`src/rtl/sar_adc_sequencer.sv`:
```
// Successive-approximation conversion sequencer: scans masked channels in ascending
// order, runs a WIDTH-step binary search per channel, and hands results out over valid/ready.
module sar_adc_sequencer #(
  parameter int unsigned WIDTH  = 8,
  parameter int unsigned NUM_CH = 4,
  parameter int unsigned CH_W   = 2,
  parameter int unsigned SETTLE = 2
) (
  input  logic              clk,
  input  logic              reset,
  input  logic              start,
  input  logic [NUM_CH-1:0] ch_mask,
  input  logic              cmp_in,
  output logic [WIDTH-1:0]  dac_code,
  output logic [CH_W-1:0]   ch_sel,
  output logic              busy,
  output logic              result_valid,
  output logic [WIDTH-1:0]  result_data,
  output logic [CH_W-1:0]   result_ch,
  input  logic              result_ready,
  output logic              done
);
  localparam int unsigned BIT_W = $clog2(WIDTH);
  localparam int unsigned CNT_W = $clog2(SETTLE + 1) + 1;

  typedef enum logic [2:0] {
    S_IDLE,
    S_ACQ,
    S_TRIAL,
    S_RESULT,
    S_FINISH
  } state_t;

  state_t            r_state;
  logic [NUM_CH-1:0] r_mask;
  logic [CNT_W-1:0]  r_cnt;
  logic [BIT_W-1:0]  r_bit;
  logic [WIDTH-1:0]  r_acc;
  logic [WIDTH-1:0]  r_dac;
  logic [CH_W-1:0]   r_sel;
  logic              r_busy;
  logic              r_valid;
  logic [WIDTH-1:0]  r_data;
  logic [CH_W-1:0]   r_rch;
  logic              r_done;

  logic [WIDTH-1:0]  w_bit;
  logic [WIDTH-1:0]  w_trial_acc;
  logic              w_trial_end;
  logic              w_acq_end;

  function automatic logic [CH_W-1:0] lowest_ch(input logic [NUM_CH-1:0] m);
    logic [CH_W-1:0] idx;
    idx = '0;
    for (int unsigned j = NUM_CH; j > 0; j--) begin
      if (m[CH_W'(j - 1)]) idx = CH_W'(j - 1);
    end
    return idx;
  endfunction

  always_comb begin
    w_bit       = WIDTH'(1) << r_bit;
    w_trial_acc = cmp_in ? (r_acc | w_bit) : r_acc;
    w_trial_end = (r_cnt == CNT_W'(SETTLE));
    w_acq_end   = (r_cnt == CNT_W'(SETTLE - 1));
  end

  // r_mask holds only the channels still pending; each served channel is cleared
  // from it, so the next channel is simply its lowest set bit.
  always_ff @(posedge clk) begin
    if (reset) begin
      r_state <= S_IDLE;
      r_mask  <= '0;
      r_cnt   <= '0;
      r_bit   <= '0;
      r_acc   <= '0;
      r_dac   <= '0;
      r_sel   <= '0;
      r_busy  <= 1'b0;
      r_valid <= 1'b0;
      r_data  <= '0;
      r_rch   <= '0;
      r_done  <= 1'b0;
    end else begin
      r_done <= 1'b0;
      case (r_state)
        S_IDLE: begin
          if (start) begin
            if (ch_mask != '0) begin
              r_sel   <= lowest_ch(ch_mask);
              r_mask  <= ch_mask & (ch_mask - NUM_CH'(1));
              r_busy  <= 1'b1;
              r_cnt   <= '0;
              r_dac   <= '0;
              r_state <= S_ACQ;
            end else begin
              r_mask  <= '0;
              r_done  <= 1'b1;
              r_state <= S_FINISH;
            end
          end
        end
        S_ACQ: begin
          if (w_acq_end) begin
            r_cnt   <= '0;
            r_bit   <= BIT_W'(WIDTH - 1);
            r_acc   <= '0;
            r_dac   <= WIDTH'(1) << (WIDTH - 1);
            r_state <= S_TRIAL;
          end else begin
            r_cnt <= r_cnt + CNT_W'(1);
          end
        end
        S_TRIAL: begin
          if (w_trial_end) begin
            r_cnt <= '0;
            if (r_bit == '0) begin
              r_data  <= w_trial_acc;
              r_rch   <= r_sel;
              r_valid <= 1'b1;
              r_dac   <= '0;
              r_state <= S_RESULT;
            end else begin
              r_acc <= w_trial_acc;
              r_bit <= r_bit - BIT_W'(1);
              r_dac <= w_trial_acc | (w_bit >> 1);
            end
          end else begin
            r_cnt <= r_cnt + CNT_W'(1);
          end
        end
        S_RESULT: begin
          if (result_ready) begin
            r_valid <= 1'b0;
            if (r_mask != '0) begin
              r_sel   <= lowest_ch(r_mask);
              r_mask  <= r_mask & (r_mask - NUM_CH'(1));
              r_cnt   <= '0;
              r_state <= S_ACQ;
            end else begin
              r_busy  <= 1'b0;
              r_done  <= 1'b1;
              r_state <= S_FINISH;
            end
          end
        end
        S_FINISH: begin
          r_state <= S_IDLE;
        end
        default: begin
          r_state <= S_IDLE;
        end
      endcase
    end
  end

  assign dac_code     = r_dac;
  assign ch_sel       = r_sel;
  assign busy         = r_busy;
  assign result_valid = r_valid;
  assign result_data  = r_data;
  assign result_ch    = r_rch;
  assign done         = r_done;

endmodule

```
`config.mk`:
```
export PLATFORM = sky130hd
export DESIGN_NAME = sar_adc_sequencer
export DESIGN_NICKNAME = d
export VERILOG_FILES = /design/src/rtl/sar_adc_sequencer.sv
export SDC_FILE = /design/constraint.sdc
export NUM_CORES = 1
export LEC_CHECK = 0
export CAP_MARGIN = 20
export CORE_ASPECT_RATIO = 0.5
export CORE_MARGIN = 2
export CORE_UTILIZATION = 54
export CTS_CLUSTER_SIZE = 24
export DETAILED_ROUTE_END_ITERATION = 12
export PLACE_DENSITY = 0.9
export SYNTH_ARGS = -nofsm -noshare
export SYNTH_HDL_FRONTEND = slang
export SYNTH_SLANG_ARGS = --single-unit
```
`constraint.sdc`:
```
create_clock -name clk -period 2.25 [get_ports clk]
set_input_delay 0.5625 -clock clk [delete_from_list [all_inputs] [get_ports clk]]
set_output_delay 0.5625 -clock clk [all_outputs]
set_load 0.05 [all_outputs]
```
; ---- After elaboration in Yosys (flattened, before gate mapping)
; Index checks and enable logic that the tools add are counted.
[word_totals]
reg_bits = 44
in_bits = 9
output_inout_bits = 23
wordCells = 115
[classes]
n_addsub = 4
n_eq_ne = 14
shifts = 1
mux = 62
bitwise_logic = 4
n_reduce_logical = 18
[op_table]
columns = cell, count
row1 = $mux 8, 9
row2 = $mux 3, 16
row3 = $reduce_and 5->1, 5
row4 = $mux 2, 12
row5 = $pmux 3 s4, 2
row6 = $pmux 8 s3, 1
row7 = $ne 2x2->1 const B, 9
row8 = $mux 4, 4
row9 = $pmux 8 s2, 1
row10 = $reduce_and 4->1, 3
row11 = $reduce_bool 4->1, 3
row12 = $mux 1, 11
row13 = $eq 3x2->1 const B, 3
row14 = $and 4x4->4, 2
row15 = $or 8x7->8, 1
row16 = $or 8x8->8, 1
row17 = $pmux 4 s2, 1
row18 = $shl 1x3->8 const A, 1
row19 = $sub 4x1->4 const B, 2
row20 = $eq 3x1->1 const B, 2
row21 = $logic_not 3->1, 2
row22 = $pmux 1 s2, 3
row23 = $pmux 3 s2, 1
row24 = $reduce_bool 2->1, 3
row25 = other kinds (5), 5

; ---- Depth between registers and ports, before layout
; Gate-level depths: netlist of run 1.
[logic_depth]
ltp_word = 7
ltp_mapped = 8
depth_no_buf = 6

; ---- Worst setup path before layout of run 1
; No wires, ideal clock.
[synth_path]
path_type = flip-flop to flip-flop
from = reg r_bit[0]
to = reg r_valid, in the netlist result_valid
setup_time_ps = 86
arrival_time_ps = 1664
required_time_ps = 2164
path_slack_ps = 501
path_stages_with_launch = 9
n_path_buf = 2
synth_period_minus_slack_ps = 1749
cell_sequence = dfxtp_1 inv_1 ha_1 nor2b_1 and3_1 buf_4 buf_4 nor2_1 a211oi_1
[synth_between]
elab_chain_cells = 3
[synth_rtl]
columns = element, line_no
row1 = from (decl), 37  ; logic [BIT_W-1:0] r_bit;
row2 = from (signal assigned), 106  ; r_bit <= BIT_W'(WIDTH - 1);
row3 = from (signal assigned), 125  ; r_bit <= r_bit - BIT_W'(1);
row4 = $logic_not 3->1, 117  ; if (r_bit == '0) begin
row5 = $ne 2x2->1 (no source line), -
row6 = $reduce_and 4->1 (no source line), -
row7 = to (signal assigned), 80  ; r_valid <= 1'b0;
row8 = to (signal assigned), 120  ; r_valid <= 1'b1;
row9 = to (signal assigned), 134  ; r_valid <= 1'b0;
row10 = to (decl), 42  ; logic r_valid;
; No other way between the ends.
; A chain may end at the register's enable or synchronous reset.

; ---- Worst setup path in the final report of run 1
[layout_path]
from = in start
to = reg r_mask[3]
[layout_between]
elab_chain_cells = 2
[layout_rtl]
columns = element, line_no
row1 = from (decl), 11  ; input logic start,
row2 = $ne 2x2->1 (no source line), -
row3 = $reduce_and 4->1 (no source line), -
row4 = to (signal assigned), 91  ; r_mask <= ch_mask & (ch_mask - NUM_CH'(1));
row5 = to (signal assigned), 137  ; r_mask <= r_mask & (r_mask - NUM_CH'(1));
row6 = to (decl), 35  ; logic [NUM_CH-1:0] r_mask;
; No other way between the ends.

==> results of run 1 <==
[tightest hold or removal path: cells and delay by family (launching register included)]
| kind | cells | cell delay (ns) |
|---|---|---|
| AO/OA/AOI/OAI | 2 | 0.12 |
| flip-flops | 1 | 0.31 |
[path summary, 6_finish.rpt]
kind,cells past startpoint,end,start
worst max-delay path,5,r_mask[3],start
worst min-delay path,2,dac_code[6],dac_code[6]
worst max register to register,5,r_acc[7],r_state[0]
worst min register to register,2,dac_code[6],dac_code[6]
[state kept, by name, summed over array words and instances, names as in the netlist]
signal and flops:
r_state 3, r_mask 3, r_bit 3, busy 1, ch_sel 2, result_valid 1, result_data 8, done 1
dac_code 8, result_ch 2, r_cnt 3, r_acc 8
[stage by stage]
| step | utilization (%) | TNS, ns |
|---|---|---|
| floorplan | - | 0 |
| global placement | 67.23 | 0 |
| detailed placement | 67.23 | -0.2530 |
| CTS | 70.58 | 0 |
| global route | 70.61 | 0 |
| finish | 70.61 | 0 |
[power by group]
group / switching [mW] / internal [mW]
Combinational: 0.568 / 0.335
Clock: 0.279 / 0.444
Sequential: 0.0912 / 0.825
[cell usage after synthesis, types with 2 or more instances]
cell type  instances
a211o_1            2
a211oi_1          12
a21bo_2            2
a21oi_1           26
a221o_1            2
a22oi_1            2
a311oi_1           4
a31oi_1            5
and3_1             7
and3b_1            2
buf_2              4
buf_4              2
buf_6              4
clkbuf_1           8
dfxtp_1           43
ha_1               5
inv_1              8
mux2i_1            3
nand2_1            9
nand2b_1           2
nand3_1            3
nand4_1            4
nor2_1            30
nor2b_1            5
nor3_1             7
nor3b_1            2
nor3b_2            2
nor4_1             3
nor4b_1            2
o2111ai_1          5
o211ai_1           2
o21a_1             2
o21ai_0           17
o31ai_1            2
o32ai_1            2
or3b_1             2
[repair_timing]
action,CTS,global route
gates resized for setup,0,1
setup endpoints to repair,0,1
hold buffers,0,0
setup buffers,0,0
[routing by layer]
layer	wire length, µm	GRT usage (%)
met5	0	0
met4	237	15.00
met3	563	7.492
met2	2635	41.31
met1	2485	34.70
[cells in the final DEF, fill, tap and decap left out, types with 3 or more instances in the layout]
| cell | Yosys | routed |
|---|---|---|
| a211oi_1 | 12 | 12 |
| a21oi_1 | 26 | 26 |
| a311oi_1 | 4 | 4 |
| a31oi_1 | 5 | 5 |
| and3_1 | 7 | 7 |
| buf_4 | 2 | 19 |
| clkbuf_8 | 0 | 5 |
| clkdlybuf4s50_1 | 0 | 31 |
| dfxtp_1 | 43 | 43 |
| ha_1 | 5 | 5 |
| inv_1 | 8 | 8 |
| mux2i_1 | 3 | 3 |
| nand2_1 | 9 | 9 |
| nand3_1 | 3 | 3 |
| nand4_1 | 4 | 4 |
| nor2_1 | 30 | 30 |
| nor2b_1 | 5 | 5 |
| nor3_1 | 7 | 7 |
| nor4_1 | 3 | 3 |
| o2111ai_1 | 5 | 5 |
| o21ai_0 | 17 | 17 |
[layout make-up]
cell class / instances / share of cell area (%)
timing repair buffer: 50 / 16.18
clock inverter: 2 / 2.146
clock buffer: 6 / 2.593
multi-input combinational: 192 / 44.84
sequential: 43 / 30.76
tap: 54 / 2.414
inverter: 8 / 1.073
[logic make-up after synthesis]
logic type | Yosys count | synth area share, %
buf+inv | 26 | 6.215
mux | 4 | 1.831
compound gates | 97 | 29.69
flops | 43 | 38.18
fa+ha+maj | 5 | 2.775
simple gates | 86 | 21.31
==> results.json, run 1 <==
{
  "status": "completed",
  "hpwlAfterDp_mm": 4.194,
  "path_max_fanout": 4,
  "start_util_pct": 56.88,
  "pre_cts_slack_ns": -0.1195,
  "seq_area_frac_synth_pct": 38.18,
  "grt.total_usage_pct": 27.07,
  "layout-drive-gt1-share_pct": 12.96,
  "worst_pin_slew_ns": 0.5975,
  "required_ns": 2.41,
  "netlist_instances": 261,
  "nFillCells": 311,
  "drt_first_pass_iters": 6,
  "synth_nets": 275,
  "fmax_mhz": 474.4,
  "die_area_um2": 4739,
  "ios": 32,
  "cp.arrival_ns": 2.27,
  "fin_crit_sh_pct": 93.69,
  "placed_area_um2": 2665,
  "cts_buffers": 5,
  "cts.htree.levels": 2,
  "overflow": 0,
  "hold_slack_ns": 0.4789,
  "syn_avg_cell_area_um2": 8.639,
  "clk_pin_slew_ns": 0.08,
  "cts_tree": "yes",
  "path_buf_inv": 1,
  "gp_congestion": 0.9583,
  "synth_ff_type": "dfxtp_1",
  "vdd_drop_max_v": 0.0005081,
  "diodes": 0,
  "multi_input_area_um2": 1255,
  "ys_types": 55,
  "wire_per_inst_um": 16.68,
  "setup_ws_ns": 0.1419,
  "insertion_delay_ns": 0.31,
  "first_global_vias": 2079,
  "nNetsFinal": 314,
  "core_um2": 3964,
  "final.setup_skew_ns": 0.006955,
  "slew_headroom_pct": 59.61,
  "regArea_um2": 860.8,
  "hold_class": "reg -> reg",
  "drt_wl_total_mm": 5.922,
  "finalNonFillerCells": 355,
  "path_class": "in -> reg",
  "grt_pass1_wl_mm": 9.873,
  "p_per_area_nw_per_um2": 907.9,
  "routed_via_density": 6.332,
  "cts_sinks": 43,
  "total_power_mw": 2.541,
  "fp-row-count": 16,
  "clk_path_buf_depth": 2,
  "finalInstanceArea_um2": 2799,
  "slowest_delay_ns": 0.50,
  "synth_top_area_share_pct": 38.18,
  "port-buffer-count": 31,
  "synth_area_leaders": "dfxtp_1, a21oi_1, nor2_1, a211oi_1, o21ai_0",
  "slew_violations": 0,
  "cap_violations": 0,
  "critPathSlowestCell": "or3b_2",
  "path_delay_family": "compound AO/OA/AOI/OAI gates",
  "ys_async_sr_fraction_pct": 0,
  "antenna_found_initial": 0,
  "synth.ff_latch_count": 43,
  "critPathLaunchType": "primary input",
  "syn2layout_area_growth_pct": 24.14,
  "syn-cell-area_um2": 2255,
  "ant_nets": 0,
  "drt-initial-drc-count": 217,
  "rrSetupSlack_ns": 0.25,
  "synth_edf_count": 0,
  "drcViolationCount": 0,
  "end_kind": "flip-flop",
  "dr_total_vias": 2248,
  "min_period_ns": 2.108,
  "yosysTopAreaCell": "dfxtp_1",
  "p_leak_nw": 0.9898,
  "setup_viol": 0,
  "hold_viol": 0,
  "cp_cell_sequence": "clkdlybuf4s50_1 -> or3b_2 -> o21a_1 -> o311ai_0 -> o21ai_0",
  "dp.cells": 347,
  "dieHeight_um": 49.69,
  "chipWidth_um": 95.38,
  "ys_warn_count": 0,
  "cts_root_buf": "clkbuf_8",
  "rsz0062_at_grt": "no",
  "grt_max_degree": 24
}
(Power assumes the default switching activity.)
==> inputs of run 2 (changes only) <==
--- a/config.mk
+++ b/config.mk
@@ -6,12 +6,12 @@
 export NUM_CORES = 1
 export LEC_CHECK = 0
 export CAP_MARGIN = 20
-export CORE_ASPECT_RATIO = 0.5
 export CORE_MARGIN = 2
 export CORE_UTILIZATION = 54
 export CTS_CLUSTER_SIZE = 24
 export DETAILED_ROUTE_END_ITERATION = 12
 export PLACE_DENSITY = 0.9
+export SLEW_MARGIN = 20
 export SYNTH_ARGS = -nofsm -noshare
 export SYNTH_HDL_FRONTEND = slang
 export SYNTH_SLANG_ARGS = --single-unit
==> run 2 against run 1 <==
Maximum frequency rose by 1.9%; sequential power is 2% lower; flip-flop and latch count stayed put; count of clock-buffer cells in the layout fell by 1; hold slack better by 0.0051 ns; power fell by 10%; non-clock buffer count decreased by 3; largest power group unchanged.
==> results.json, run 2 (synthesis results as in run 1) <==
{
  "rsz0062_at_grt": "no",
  "dr_total_vias": 2216,
  "drcViolationCount": 0,
  "most-common-layout-cells": "dfxtp_1, clkdlybuf4s50_1, nor2_1, a21oi_1, o21ai_0",
  "hpwlAfterDp_mm": 3.990,
  "clk_pin_slew_ns": 0.09,
  "chipWidth_um": 68.62,
  "p_sw_mw": 0.9257,
  "p_comb_share_pct": 38.1,
  "switching_share_pct": 40.63,
  "antenna_found_initial": 0,
  "cp.arrival_ns": 1.51,
  "gp_congestion": 0.9781,
  "overflow": 0,
  "cts_sinks": 43,
  "hold_slack_ns": 0.4840,
  "pwr-share-seq_pct": 39.4,
  "mostFrequentLayoutCell": "dfxtp_1",
  "hold_viol": 0,
  "dp.cells": 340,
  "end_kind": "output port",
  "post_cts.repair.setup_buffers": 0,
  "path_buf_inv": 1,
  "clk_path_buf_depth": 2,
  "routed_via_density": 6.368,
  "startpoint": "dac_code[7]",
  "path_class": "reg -> out",
  "nNetsFinal": 311,
  "start_util_pct": 56.37,
  "setup_viol": 0,
  "cts-resized-gates": 0,
  "critPathLaunchType": "flip-flop",
  "insertion_delay_ns": 0.31,
  "min_period_ns": 2.069,
  "cts_tree": "yes",
  "first_global_vias": 1858,
  "slew_violations": 0,
  "p_leak_nw": 0.9548,
  "total_power_mw": 2.278,
  "slew_headroom_pct": 55.25,
  "final.setup_skew_ns": 0.01021,
  "dieHeight_um": 68.62,
  "multi_input_area_um2": 1254,
  "cap_violations": 0,
  "hold_class": "reg -> reg",
  "reg2reg_from": "r_cnt[1]",
  "cts_buffers": 5,
  "path_delay_family": "buffers and inverters",
  "drt_wl_total_mm": 5.560,
  "critPathSlowestCell": "clkdlybuf4s50_1",
  "ios": 32,
  "slowest_delay_ns": 0.83,
  "grt.total_usage_pct": 24.68,
  "fp-row-count": 23,
  "clkPwrFrac_pct": 22.5,
  "drt_first_pass_iters": 5,
  "diodes": 0,
  "grt_pass1_wl_mm": 8.638,
  "finalNonFillerCells": 348,
  "tns_ns": 0,
  "p_per_area_nw_per_um2": 834.1,
  "cts_root_buf": "clkbuf_8",
  "required_ns": 1.69,
  "worstHoldStart": "r_acc[7]",
  "status": "completed",
  "ant_nets": 0,
  "syn2layout_area_growth_pct": 21.14,
  "die_area_um2": 4708,
  "drt-initial-drc-count": 225,
  "fin_crit_sh_pct": 91.96,
  "port-buffer-count": 31,
  "wire_per_inst_um": 15.98,
  "ctsHoldBuffers": 0,
  "layout-drive-gt1-share_pct": 12.08,
  "nFillCells": 337,
  "path_max_fanout": 2,
  "regArea_um2": 860.8,
  "cts.htree.levels": 2,
  "grt_max_degree": 19,
  "fmax_mhz": 483.3,
  "worst_pin_slew_ns": 0.6620,
  "power.internal_mw": 1.353,
  "core_um2": 4000,
  "vdd_drop_max_v": 0.0007025,
  "cp_cell_sequence": "clkdlybuf4s50_1"
}
==> run 2: cell type report <==
type                    instances  area share, %
clock buffers                   5          2.519
clock inverters                 3         0.9162
inverters                       8          1.099
multi-input cells             192          45.90
flip-flops and latches         43          31.52
well taps                      50          2.290
repair buffers                 47          15.76
==> run 2: routing by layer <==
metal  GRT usage, %  routed length (µm)  vias up
met1          30.65                2385     1035
met2          41.35                2669      107
li1               -                   -     1060
met5              0                   0        -
met4          8.750                 113        0
met3          6.006                 391       14
==> run 2: path summary, 6_finish.rpt <==
check	end	slack [ns]	depth (start not counted)
setup / recovery	dac_code[7]	0.18	1
hold reg to reg	r_acc[7]	0.48	2
hold / removal	r_acc[7]	0.48	2
setup reg to reg	done	0.30	4
==> run 2: stage by stage <==
| step | area (µm²) | setup slack [ns] | util [%] |
|---|---|---|---|
| 2_1_floorplan | 2255 | 0.5009 | - |
| 3_3_place_gp | 2638 | -0.003935 | 65.94 |
| 3_5_place_dp | 2638 | -0.06314 | 65.94 |
| 4_1_cts | 2731 | 0.1795 | 68.28 |
| 5_1_grt | 2731 | 0.1040 | 68.28 |
| 6_report | 2731 | 0.1808 | 68.28 |
==> run 2: power by group through the flow <==
stage | Sequential, mW | Clock, mW | Combinational [mW]
finish | 0.899 | 0.512 | 0.867
global route | 0.910 | 0.546 | 0.936
CTS | 0.896 | 0.516 | 0.852
detailed placement | 0.912 | 0 | 0.843
global placement | 0.912 | 0 | 0.823
floorplan | 0.952 | 0 | 0.605
